File: config.mk
export PLATFORM = sky130hd
export DESIGN_NAME = sys_bus_ctrl
export DESIGN_NICKNAME = d
export VERILOG_FILES = /design/src/rtl/sys_bus_ctrl.sv
export SDC_FILE = /design/constraint.sdc
export NUM_CORES = 1
export LEC_CHECK = 0
export ABC_AREA = 1
export ABC_CLOCK_PERIOD_IN_PS = 2100
export CAP_MARGIN = 20
export CORE_ASPECT_RATIO = 1.4
export CORE_UTILIZATION = 40
export CTS_BUF_LIST = sky130_fd_sc_hd__clkbuf_8
export DETAILED_ROUTE_END_ITERATION = 6
export PLACE_DENSITY_LB_ADDON = 0.12
export SETUP_SLACK_MARGIN = 0.4
export SYNTH_ARGS = -nofsm -noshare
export SYNTH_HDL_FRONTEND = slang
export SYNTH_SLANG_ARGS = --single-unit
File: constraint.sdc
create_clock -name clk -period 2.1 [get_ports clk]
set_clock_uncertainty 0.15 [all_clocks]
set_input_delay 0.63 -clock clk [delete_from_list [all_inputs] [get_ports clk]]
set_output_delay 0.63 -clock clk [all_outputs]
set_load 0.03 [all_outputs]
File: src/rtl/sys_bus_ctrl.sv
// sys_bus_ctrl: CPU clock divider with read wait-states, region decode,
// sticky per-device write flags and a latched decode-fault record.
module sys_bus_ctrl #(
   parameter int unsigned DIV      = 7,
   parameter int unsigned N_DEV    = 4,
   parameter int unsigned SEL_W    = 4,
   parameter logic [N_DEV*SEL_W-1:0] DEV_SEL = {4'hC, 4'hB, 4'hA, 4'h0},
   parameter logic [N_DEV-1:0] SLOW_MASK = '0,
   parameter int unsigned WAIT_CYC = 4,
   parameter int unsigned LED_DEV  = 0
) (
   input  logic                 clk,
   input  logic                 rst,
   output logic                 cpu_clk,
   output logic                 cpu_rise,
   input  logic [31:0]          cpu_addr,
   input  logic [1:0]           cpu_memwrite,
   input  logic                 cpu_memread,
   output logic [2*N_DEV-1:0]   dev_write,
   output logic [N_DEV-1:0]     dev_read,
   output logic [31-SEL_W:0]    dev_addr,
   output logic [N_DEV-1:0]     wr_seen,
   input  logic [N_DEV-1:0]     flag_clr,
   output logic                 fault,
   output logic [31:0]          fault_addr,
   input  logic                 fault_clr,
   output logic                 led
);

   localparam int unsigned CNT_W = (DIV > 2) ? $clog2(DIV) : 1;
   localparam int unsigned WC_W  = (WAIT_CYC > 2) ? $clog2(WAIT_CYC) : 1;

   typedef enum logic {
      ST_RUN,
      ST_WAIT
   } state_e;

   state_e             state_q, state_d;
   logic [CNT_W-1:0]   cnt_q, cnt_d;
   logic [WC_W-1:0]    wcnt_q, wcnt_d;
   logic               cpu_clk_q, cpu_clk_d;
   logic               cpu_rise_q, cpu_rise_d;
   logic [N_DEV-1:0]   wr_seen_q, wr_seen_d;
   logic               fault_q, fault_d;
   logic [31:0]        fault_addr_q, fault_addr_d;

   logic [SEL_W-1:0]   sel;
   logic [N_DEV-1:0]   hit_oh;
   logic               hit;
   logic               any_acc;
   logic               slow_rd;
   logic               fault_ev;

   assign sel = cpu_addr[31:32-SEL_W];

   // Lowest-index region match, then route strobes to that device only.
   always_comb begin
      hit       = 1'b0;
      hit_oh    = '0;
      dev_write = '0;
      dev_read  = '0;
      for (int i = 0; i < int'(N_DEV); i++) begin
         if (!hit && sel == DEV_SEL[i*SEL_W +: SEL_W]) begin
            hit       = 1'b1;
            hit_oh[i] = 1'b1;
         end
      end
      for (int i = 0; i < int'(N_DEV); i++) begin
         if (hit_oh[i]) begin
            dev_write[2*i +: 2] = cpu_memwrite;
            dev_read[i]         = cpu_memread;
         end
      end
   end

   assign dev_addr = cpu_addr[31-SEL_W:0];
   assign any_acc  = (cpu_memwrite != 2'b00) || cpu_memread;
   assign slow_rd  = cpu_memread && ((hit_oh & SLOW_MASK) != '0);
   assign fault_ev = cpu_rise_q && !hit && any_acc;

   // Divider FSM: a rise due during a slow read is deferred by WAIT_CYC clks.
   always_comb begin
      state_d    = state_q;
      cnt_d      = cnt_q;
      wcnt_d     = wcnt_q;
      cpu_clk_d  = cpu_clk_q;
      cpu_rise_d = 1'b0;
      unique case (state_q)
         ST_RUN: begin
            if (cnt_q == CNT_W'(DIV - 1)) begin
               cnt_d = '0;
               if (!cpu_clk_q && slow_rd) begin
                  state_d = ST_WAIT;
               end else begin
                  cpu_clk_d  = ~cpu_clk_q;
                  cpu_rise_d = ~cpu_clk_q;
               end
            end else begin
               cnt_d = cnt_q + 1'b1;
            end
         end
         ST_WAIT: begin
            if (wcnt_q == WC_W'(WAIT_CYC - 1)) begin
               wcnt_d     = '0;
               cpu_clk_d  = 1'b1;
               cpu_rise_d = 1'b1;
               state_d    = ST_RUN;
            end else begin
               wcnt_d = wcnt_q + 1'b1;
            end
         end
         default: state_d = ST_RUN;
      endcase
   end

   // Flags sample the bus once per CPU cycle; a set beats a same-cycle clear.
   always_comb begin
      wr_seen_d = wr_seen_q & ~flag_clr;
      if (cpu_rise_q && cpu_memwrite != 2'b00) begin
         wr_seen_d = wr_seen_d | hit_oh;
      end
      fault_d      = fault_q;
      fault_addr_d = fault_addr_q;
      if (fault_ev) begin
         fault_d = 1'b1;
         if (!fault_q || fault_clr) begin
            fault_addr_d = cpu_addr;
         end
      end else if (fault_clr) begin
         fault_d      = 1'b0;
         fault_addr_d = '0;
      end
   end

   // State and flag registers.
   always_ff @(posedge clk or posedge rst) begin
      if (rst) begin
         state_q      <= ST_RUN;
         cnt_q        <= '0;
         wcnt_q       <= '0;
         cpu_clk_q    <= 1'b0;
         cpu_rise_q   <= 1'b0;
         wr_seen_q    <= '0;
         fault_q      <= 1'b0;
         fault_addr_q <= '0;
      end else begin
         state_q      <= state_d;
         cnt_q        <= cnt_d;
         wcnt_q       <= wcnt_d;
         cpu_clk_q    <= cpu_clk_d;
         cpu_rise_q   <= cpu_rise_d;
         wr_seen_q    <= wr_seen_d;
         fault_q      <= fault_d;
         fault_addr_q <= fault_addr_d;
      end
   end

   assign cpu_clk    = cpu_clk_q;
   assign cpu_rise   = cpu_rise_q;
   assign wr_seen    = wr_seen_q;
   assign fault      = fault_q;
   assign fault_addr = fault_addr_q;
   assign led        = wr_seen_q[LED_DEV];

endmodule

After elaboration in Yosys (flattened, before gate mapping) --
Cells that the tools add are included.
Cells by class: reduce and logical (&&, ||, !) cells 18, equality and inequality tests 8, $add $sub $neg 2, bitwise gates (word level) 5, muxes and demuxes 31
Operators with widths (number):
- $mux W32 | 3
- $mux W1 | 18
- $eq A4 B4 Y1 const B | 3
- $mux W2 | 5
- $logic_and A1 B1 Y1 | 6
- $pmux W1 S2 | 3
- $logic_not A1 Y1 | 5
- $and A4 B4 Y4 | 1
- $logic_not A4 Y1 | 1
- $mux W4 | 1
- $ne A2 B1 Y1 const B | 2
- $not A4 Y4 | 1
- $or A4 B4 Y4 | 1
- $reduce_and A2 Y1 | 2
- $reduce_bool A2 Y1 | 2
- $add A3 B1 Y3 const B | 1
- $eq A3 B3 Y1 const B | 1
- $mux W3 | 1
- $add A2 B1 Y2 const B | 1
- $eq A2 B2 Y1 const B | 1
- $logic_or A1 B1 Y1 | 2
- $ne A2 B2 Y1 const B | 1
- $not A1 Y1 | 2
Storage, ports and cells: output and inout bits 80, flip-flop bits (word level) 45, bits of input ports 42, logic and storage cells 72

Logic depth before layout (Yosys ltp) --
Gate-level depths: netlist (run 1).
depth after elaboration 16, mapped depth 9, depth with buffers taken out 8

Least setup slack after synthesis (run 1) --
OpenSTA, ideal clock, no wires.
kind input to output, start point input cpu_addr[30], end point output dev_read[1], data arrival time 1.486 ns, slack -0.166 ns, required time 1.320 ns, buffers on the path 0, stages on the path 4, cells stage by stage inv_1 nand3_1 or2_2 nor2_1
Between the ends: longest elaborated chain between the ends 6, elaborated cells on any way between the ends 7, classes of those cells 1 x eq/ne; 3 x mux; 3 x reduce/logical
Ends and longest elaborated chain:
- from (decl) | line 16 | input logic [31:0] cpu_addr,
- $logic_not A4 Y1 | line 63 | if (!hit && sel == DEV_SEL[i*SEL_W +: SEL_W]) begin
- $mux W1 | line 63
- $logic_not A1 Y1 | line 63
- $logic_and A1 B1 Y1 * | line 63
- $mux W1 * | line 63
- $mux W1 * | line 69 | if (hit_oh[i]) begin
- to (decl) | line 20 | output logic [N_DEV-1:0] dev_read,
Mark *: on every way between the ends. The rest lies on a longest branch, timed or not.

Worst setup path in the final report (run 1) --
start point input cpu_addr[30], end point output dev_write[3]
Between the ends: longest elaborated chain between the ends 6, elaborated cells on any way between the ends 7, classes of those cells 1 x eq/ne; 3 x mux; 3 x reduce/logical
Ends and longest elaborated chain:
- $logic_not A4 Y1 | line 63
- $mux W1 | line 63
- $logic_not A1 Y1 | line 63
- $logic_and A1 B1 Y1 * | line 63
- $mux W1 * | line 63
- $mux W2 * | line 69
- to (decl) | line 19 | output logic [2*N_DEV-1:0] dev_write,
Marks and branches as above.

==> results.sh, run 1 <==
export IMPL_seq_area_frac_synth=0.513
export IMPL_antenna_found_initial=0
export IMPL_final_core_util=0.719
export IMPL_ios=122
export IMPL_violations="setup timing"
export IMPL_holdWs_ns=0.330
export IMPL_finalCritPeriodShare=1.08
export IMPL_critPathMaxFanout=4
export IMPL_relSlewSlack=0.784
export IMPL_gp_congestion=0.730
export IMPL_muxShareOfSynthArea=0
export IMPL_synth_cell_type_count=22
export IMPL_cts_tree="done"
export IMPL_die_area_sq_um=5800
export IMPL_worstSkewPairLatency_ns=0.29
export IMPL_synth_top_area_cell="dfrtp_1"
export IMPL_antenna_cells=0
export IMPL_hold_violations=0
export IMPL_p_leak_nw=2.05
export IMPL_fillCellCount=422
export IMPL_path_clk_slew_ns=0.07
export IMPL_area_growth_pct=71.3
export IMPL_synthXorXnorAreaFrac=0
export IMPL_synthSimpleGateAreaFrac=0.274
export IMPL_portBuffers=121
export IMPL_die_y_microns=89.7
export IMPL_drt_wl_total_microns=6060
export IMPL_synth_seq_cells=45
export IMPL_synth_cells=254
export IMPL_netlist_area_sq_um=2200
export IMPL_vias=2108
export IMPL_synth_adder_area_share=0.00569
export IMPL_firstDrtPassIters=4
export IMPL_crit_top_cell="buf_6"
export IMPL_rsz0062_at_grt="yes"
export IMPL_clockBufferDepth=2
export IMPL_cts_root_buf="clkbuf_8"
export IMPL_avgSynthCellArea_sq_um=8.65
export IMPL_path_buf_inv=4
export IMPL_cts_max_level=2
export IMPL_slew_violations=0
export IMPL_avgViaCountPerCell=4.72
export IMPL_cp_cell_sequence="buf_6, buf_8, inv_12, nand3_4, or2_4, nor2_4, buf_6"
export IMPL_clock_sinks=45
export IMPL_layout_cells_non_filler=447
export IMPL_dp_cells=423
export IMPL_setup_slack_ns=-0.177
export IMPL_drc=0
export IMPL_path_class="in -> out"
export IMPL_startpoint_type="input pin"
export IMPL_final_nets=423
export IMPL_p_per_area_nw_per_um2=542
export IMPL_grt_pass1_vias=1935
export IMPL_first_iter_violations=83
export IMPL_maxCapViolCount=0
export IMPL_grt_max_degree=27
export IMPL_gr_total_overflow=0
export IMPL_outcome="finished with violations"
export IMPL_crit_slowest_cell="or2_4"
export IMPL_grt_pass1_wl_microns=8590
export IMPL_vdd_ir_drop_max_v=0.000410
export IMPL_wire_per_inst_microns=13.5
export IMPL_numCtsBuffers=5
export IMPL_tightest_slew_ns=0.324
export IMPL_setup_viol=34
export IMPL_finalCriticalPeriod_ns=2.28
export IMPL_synth_compound_area_frac=0.0325
export IMPL_syn_nets=297
export IMPL_fin_tns_setup_ns=-1.42
export IMPL_grtUsageTotal=0.194
export IMPL_die_width_microns=64.6
export IMPL_hp_class="reg -> reg"
export IMPL_synth_top_family_by_area="simple AND/OR/NAND/NOR gates"
export IMPL_max_freq_ghz=0.439
export IMPL_synth_area_top_cells="dfrtp_1, nand2_1, buf_4, nand3_1, nor2_1"
export IMPL_start_util=0.420
export IMPL_synthDominantCellAreaShare=0.513
export IMPL_ys_warn_count=0
export IMPL_rows=31
export IMPL_crit_required_ns=1.32
export IMPL_critPathTopFamily="simple AND/OR/NAND/NOR gates"
export IMPL_drive_gt1_frac=0.604
export IMPL_core_area_sq_um=5240
export IMPL_dp_hpwl_microns=4010
export IMPL_arrival_ns=1.50
export IMPL_critPathCaptureType="primary output"
export IMPL_drt_antenna_violating_nets=0
export IMPL_max_stage_delay_ns=0.29
cells in the final DEF, fill, tap and decap left out, drive strengths merged, types with 2 or more instances in the layout:
cell type / instances
a21oi: 3
nand3: 34
dfrtp: 45
a21boi: 2
buf: 147
nand2: 79
dlygate4sd2: 3
nor2: 23
clkbuf: 7
o22ai: 4
o21ai: 2
inv: 20
clkdlybuf4s50: 6
metal layers:
layer	wire, microns	vias to the layer above	share of wire	track usage
met3	251	10	0.041	0.0379
li1	-	1026	-	-
met5	0	-	0	0
met1	2310	1008	0.38	0.213
met2	3400	64	0.56	0.362
met4	95	0	0.016	0.0828
Yosys cell counts:
cell type	count
a21boi_0	1
a21boi_1	1
a21oi_1	3
a31oi_1	1
buf_4	32
buf_6	6
dfrtp_1	45
ha_1	1
inv_1	19
inv_4	1
nand2_1	75
nand2_2	3
nand2_4	1
nand3_1	33
nand3_4	1
nor2_1	21
nor2_2	1
nor2_4	1
nor3_1	1
o21ai_0	2
o22ai_1	4
or2_2	1
worst paths after layout:
kind / end / slack [ns] / depth (start not counted) / start
worst max-delay path: dev_write[3] / -0.18 / 7 / cpu_addr[30]
worst min-delay path: wcnt_q[0] / 0.33 / 1 / wcnt_q[0]
worst max register to register: fault_addr[5] / 0.70 / 7 / cpu_rise
worst min register to register: wcnt_q[0] / 0.33 / 1 / wcnt_q[0]
max in group asynchronous: fault_addr[26] / 0.93 / 3 / rst
min in group asynchronous: fault / 0.59 / 3 / rst
cells by family (layout without fill, tap and decap cells):
group	Yosys count	count (layout)
AO/OA/AOI/OAI	12	12
flip-flops	45	45
AND/OR/NAND/NOR	138	138
buffers and inverters	58	185
adder cells (fa/ha/maj)	1	1
sequential cells by signal, indices dropped and copies added, names as in the netlist:
name	flops
cnt_q	3
state_q	1
cpu_clk	1
fault_addr	32
wr_seen	4
wcnt_q	2
fault	1
cpu_rise	1
report_power, final:
| part | internal (mW) | total (mW) | switching [mW] |
|---|---|---|---|
| Clock | 0.383 | 0.668 | 0.285 |
| Combinational | 0.221 | 0.500 | 0.279 |
| Sequential | 0.872 | 0.872 | 0.0000275 |
| Total | 1.48 | 2.04 | 0.564 |
per-stage QoR:
stage	power, mW	setup WS (ns)	cell area, sq um
detailed placement	1.31	-0.603	3420
global placement	1.31	-0.581	3420
finish	2.04	-0.177	3760
floorplan	1.15	0.0957	2340
global route	2.12	-0.203	3760
CTS	2.00	-0.154	3470
timing repair:
| action | CTS | global route |
|---|---|---|
| gates resized for setup | 392 | 51 |
| pin swaps | 10 | 12 |
| buffers inserted | 8 | 6 |
| setup endpoints to repair | 114 | 45 |
| hold buffers | 0 | 0 |
| endpoints found under the hold margin | 0 | 0 |
| gates cloned | 1 | 1 |
area by class of cell:
cell class                 count  area, sq um  area share
timing repair buffer         157         1310       0.349
sequential                    45         1130       0.299
multi-input combinational    151         1020       0.272
inverter                      20          104      0.0276
clock buffer                   6         82.6      0.0219
tap                           66         82.6      0.0219
clock inverter                 2         33.8     0.00898
worst register-to-register path: stages, from the launching register on:
cell      delay [ns]
dfrtp_1         0.39
a21boi_1        0.13
buf_4           0.15
nand2_4         0.10
nand2_8         0.09
buf_12          0.16
nand3_2         0.06
nand2_1         0.06
Note: power is estimated with default switching activity, not from simulation.
==> run 2, diff against run 1 <==
CORE_UTILIZATION = 30   (was 40)
==> run 2 against run 1 <==
Net effect:
- largest cell class unchanged
- register-to-register slack got worse by 0.17 ns
- clock-buffer cell count unchanged
- the flow still finishes with violations (setup timing)
- via count is 0.81% lower
- sequential share of layout area fell by 1.5 points
- hold slack gained 0.014 ns
- sequential power barely moved
- total power rose by 3.9%
- combinational power up 13%
==> results.sh, run 2 (same netlist as run 1, synthesis figures left out) <==
export IMPL_avgViaCountPerCell=4.35
export IMPL_final_nets=428
export IMPL_first_iter_violations=25
export IMPL_pwr_share_seq=0.411
export IMPL_drive_gt1_frac=0.596
export IMPL_cts_max_level=2
export IMPL_worstSkewPairLatency_ns=0.29
export IMPL_hold_violations=0
export IMPL_die_width_microns=74.3
export IMPL_outcome="finished with violations"
export IMPL_antenna_cells=0
export IMPL_drt_antenna_violating_nets=0
export IMPL_drt_wl_total_microns=6470
export IMPL_finalCriticalPeriod_ns=2.27
export IMPL_finalCritPeriodShare=1.08
export IMPL_p_clk_frac=0.321
export IMPL_drc=0
export IMPL_core_area_sq_um=7030
export IMPL_critPathCaptureType="primary output"
export IMPL_path_class="in -> out"
export IMPL_area_growth_pct=80.1
export IMPL_p_int_mw=1.52
export IMPL_hold_buffers=0
export IMPL_hp_class="reg -> reg"
export IMPL_numCtsBuffers=5
export IMPL_clockBufferDepth=2
export IMPL_start_util=0.313
export IMPL_power_switching_mw=0.597
export IMPL_antenna_found_initial=0
export IMPL_fillCellCount=694
export IMPL_arrival_ns=1.49
export IMPL_fin_tns_setup_ns=-2.56
export IMPL_crit_required_ns=1.32
export IMPL_startpoint_type="input pin"
export IMPL_vias=2091
export IMPL_grt_use_met2=0.301
export IMPL_final_cell_mix="nand2_1, buf_2, buf_6, dfrtp_1, buf_4"
export IMPL_relSlewSlack=0.833
export IMPL_die_area_sq_um=7670
export IMPL_dp_hpwl_microns=4280
export IMPL_gr_total_overflow=0
export IMPL_grt_max_degree=46
export IMPL_cts_tree="done"
export IMPL_dp_slack_ns=-0.593
export IMPL_sw_frac_of_total=0.282
export IMPL_multi_input_area_sq_um=1050
export IMPL_gp_congestion=0.670
export IMPL_gr_usage_met1=0.202
export IMPL_wire_per_inst_microns=13.5
export IMPL_grtUsageTotal=0.171
export IMPL_largest_reg_flops=32
export IMPL_rsz0062_at_grt="yes"
export IMPL_critPathMaxFanout=4
export IMPL_clock_sinks=45
export IMPL_setup_viol=44
export IMPL_firstDrtPassIters=4
export IMPL_slew_violations=0
export IMPL_p_per_area_nw_per_um2=536
export IMPL_layout_commonest_cell="nand2_1"
export IMPL_max_freq_ghz=0.441
export IMPL_tightest_slew_ns=0.251
export IMPL_rows=36
export IMPL_ios=122
export IMPL_path_clk_slew_ns=0.08
export IMPL_r2r_setup_slack_ns=0.53
export IMPL_cts_root_buf="clkbuf_8"
export IMPL_comb_power_share=0.267
export IMPL_grt_busiest_layer="met2"
export IMPL_regArea_sq_um=1130
export IMPL_setup_slack_ns=-0.165
export IMPL_maxCapViolCount=0
export IMPL_p_leak_nw=2.09
export IMPL_grt_pass1_wl_microns=9900
export IMPL_portBuffers=121
export IMPL_vdd_ir_drop_max_v=0.000267
export IMPL_violations="setup timing"
export IMPL_grt_pass1_vias=2007
export IMPL_use_met3=0.0359
export IMPL_die_y_microns=103
-- run 2: routing by layer --
layer  routed length, microns  share of wire  vias up
met5                        0              0        -
met4                       54         0.0083        0
li1                         -              -     1035
met3                      253          0.039        4
met2                     3630           0.56       57
met1                     2540           0.39      995
-- run 2: worst max-delay path, stage by stage --
cell and delay, ns:
buf_6 0.09, buf_6 0.13, inv_12 0.04, nand3_4 0.07, or2_4 0.28, nor2_4 0.11, buf_6 0.13
-- run 2: worst paths after layout --
| check | from | to | cells past startpoint |
|---|---|---|---|
| setup / recovery | cpu_addr[30] | dev_write[3] | 7 |
| hold / removal | wcnt_q[1] | wcnt_q[1] | 2 |
| setup reg to reg | cpu_rise | fault_addr[19] | 8 |
| hold reg to reg | wcnt_q[1] | wcnt_q[1] | 2 |
| max in group asynchronous | rst | fault | 3 |
| min in group asynchronous | rst | fault_addr[17] | 3 |
-- run 2: power by group through the flow --
stage          Sequential [mW]  Clock, mW  Combinational (mW)
2_1_floorplan            0.890          0               0.263
3_3_place_gp             0.890          0               0.427
3_5_place_dp             0.890          0               0.429
4_1_cts                  0.872      0.700               0.513
5_1_grt                  0.872      0.729               0.611
6_report                 0.872      0.681               0.567
-- run 2: timing repair --
action | 4_1_cts | 5_1_grt
setup endpoints to repair | 115 | 47
gates resized for setup | 405 | 65
hold endpoints to repair | 0 | 0
setup buffers | 12 | 5
cloned | 3 | 1
pin swaps | 11 | 29
-- run 2: final cells by class --
| cell class | instances | area share |
|---|---|---|
| multi-input cells | 152 | 0.264 |
| clock inverters | 2 | 0.00854 |
| flip-flops and latches | 45 | 0.285 |
| well taps | 95 | 0.0300 |
| repair buffers | 161 | 0.363 |
| clock buffers | 6 | 0.0209 |
| inverters | 20 | 0.0288 |
-- run 2: stage by stage --
step	cells	instance area, sq um	hold WS, ns	utilization	power [mW]
floorplan	254	2340	0.296	-	1.15
global placement	452	3460	0.310	0.492	1.32
detailed placement	452	3460	0.323	0.492	1.32
CTS	475	3650	0.343	0.519	2.08
global route	481	3960	0.371	0.563	2.21
finish	481	3960	0.344	0.563	2.12
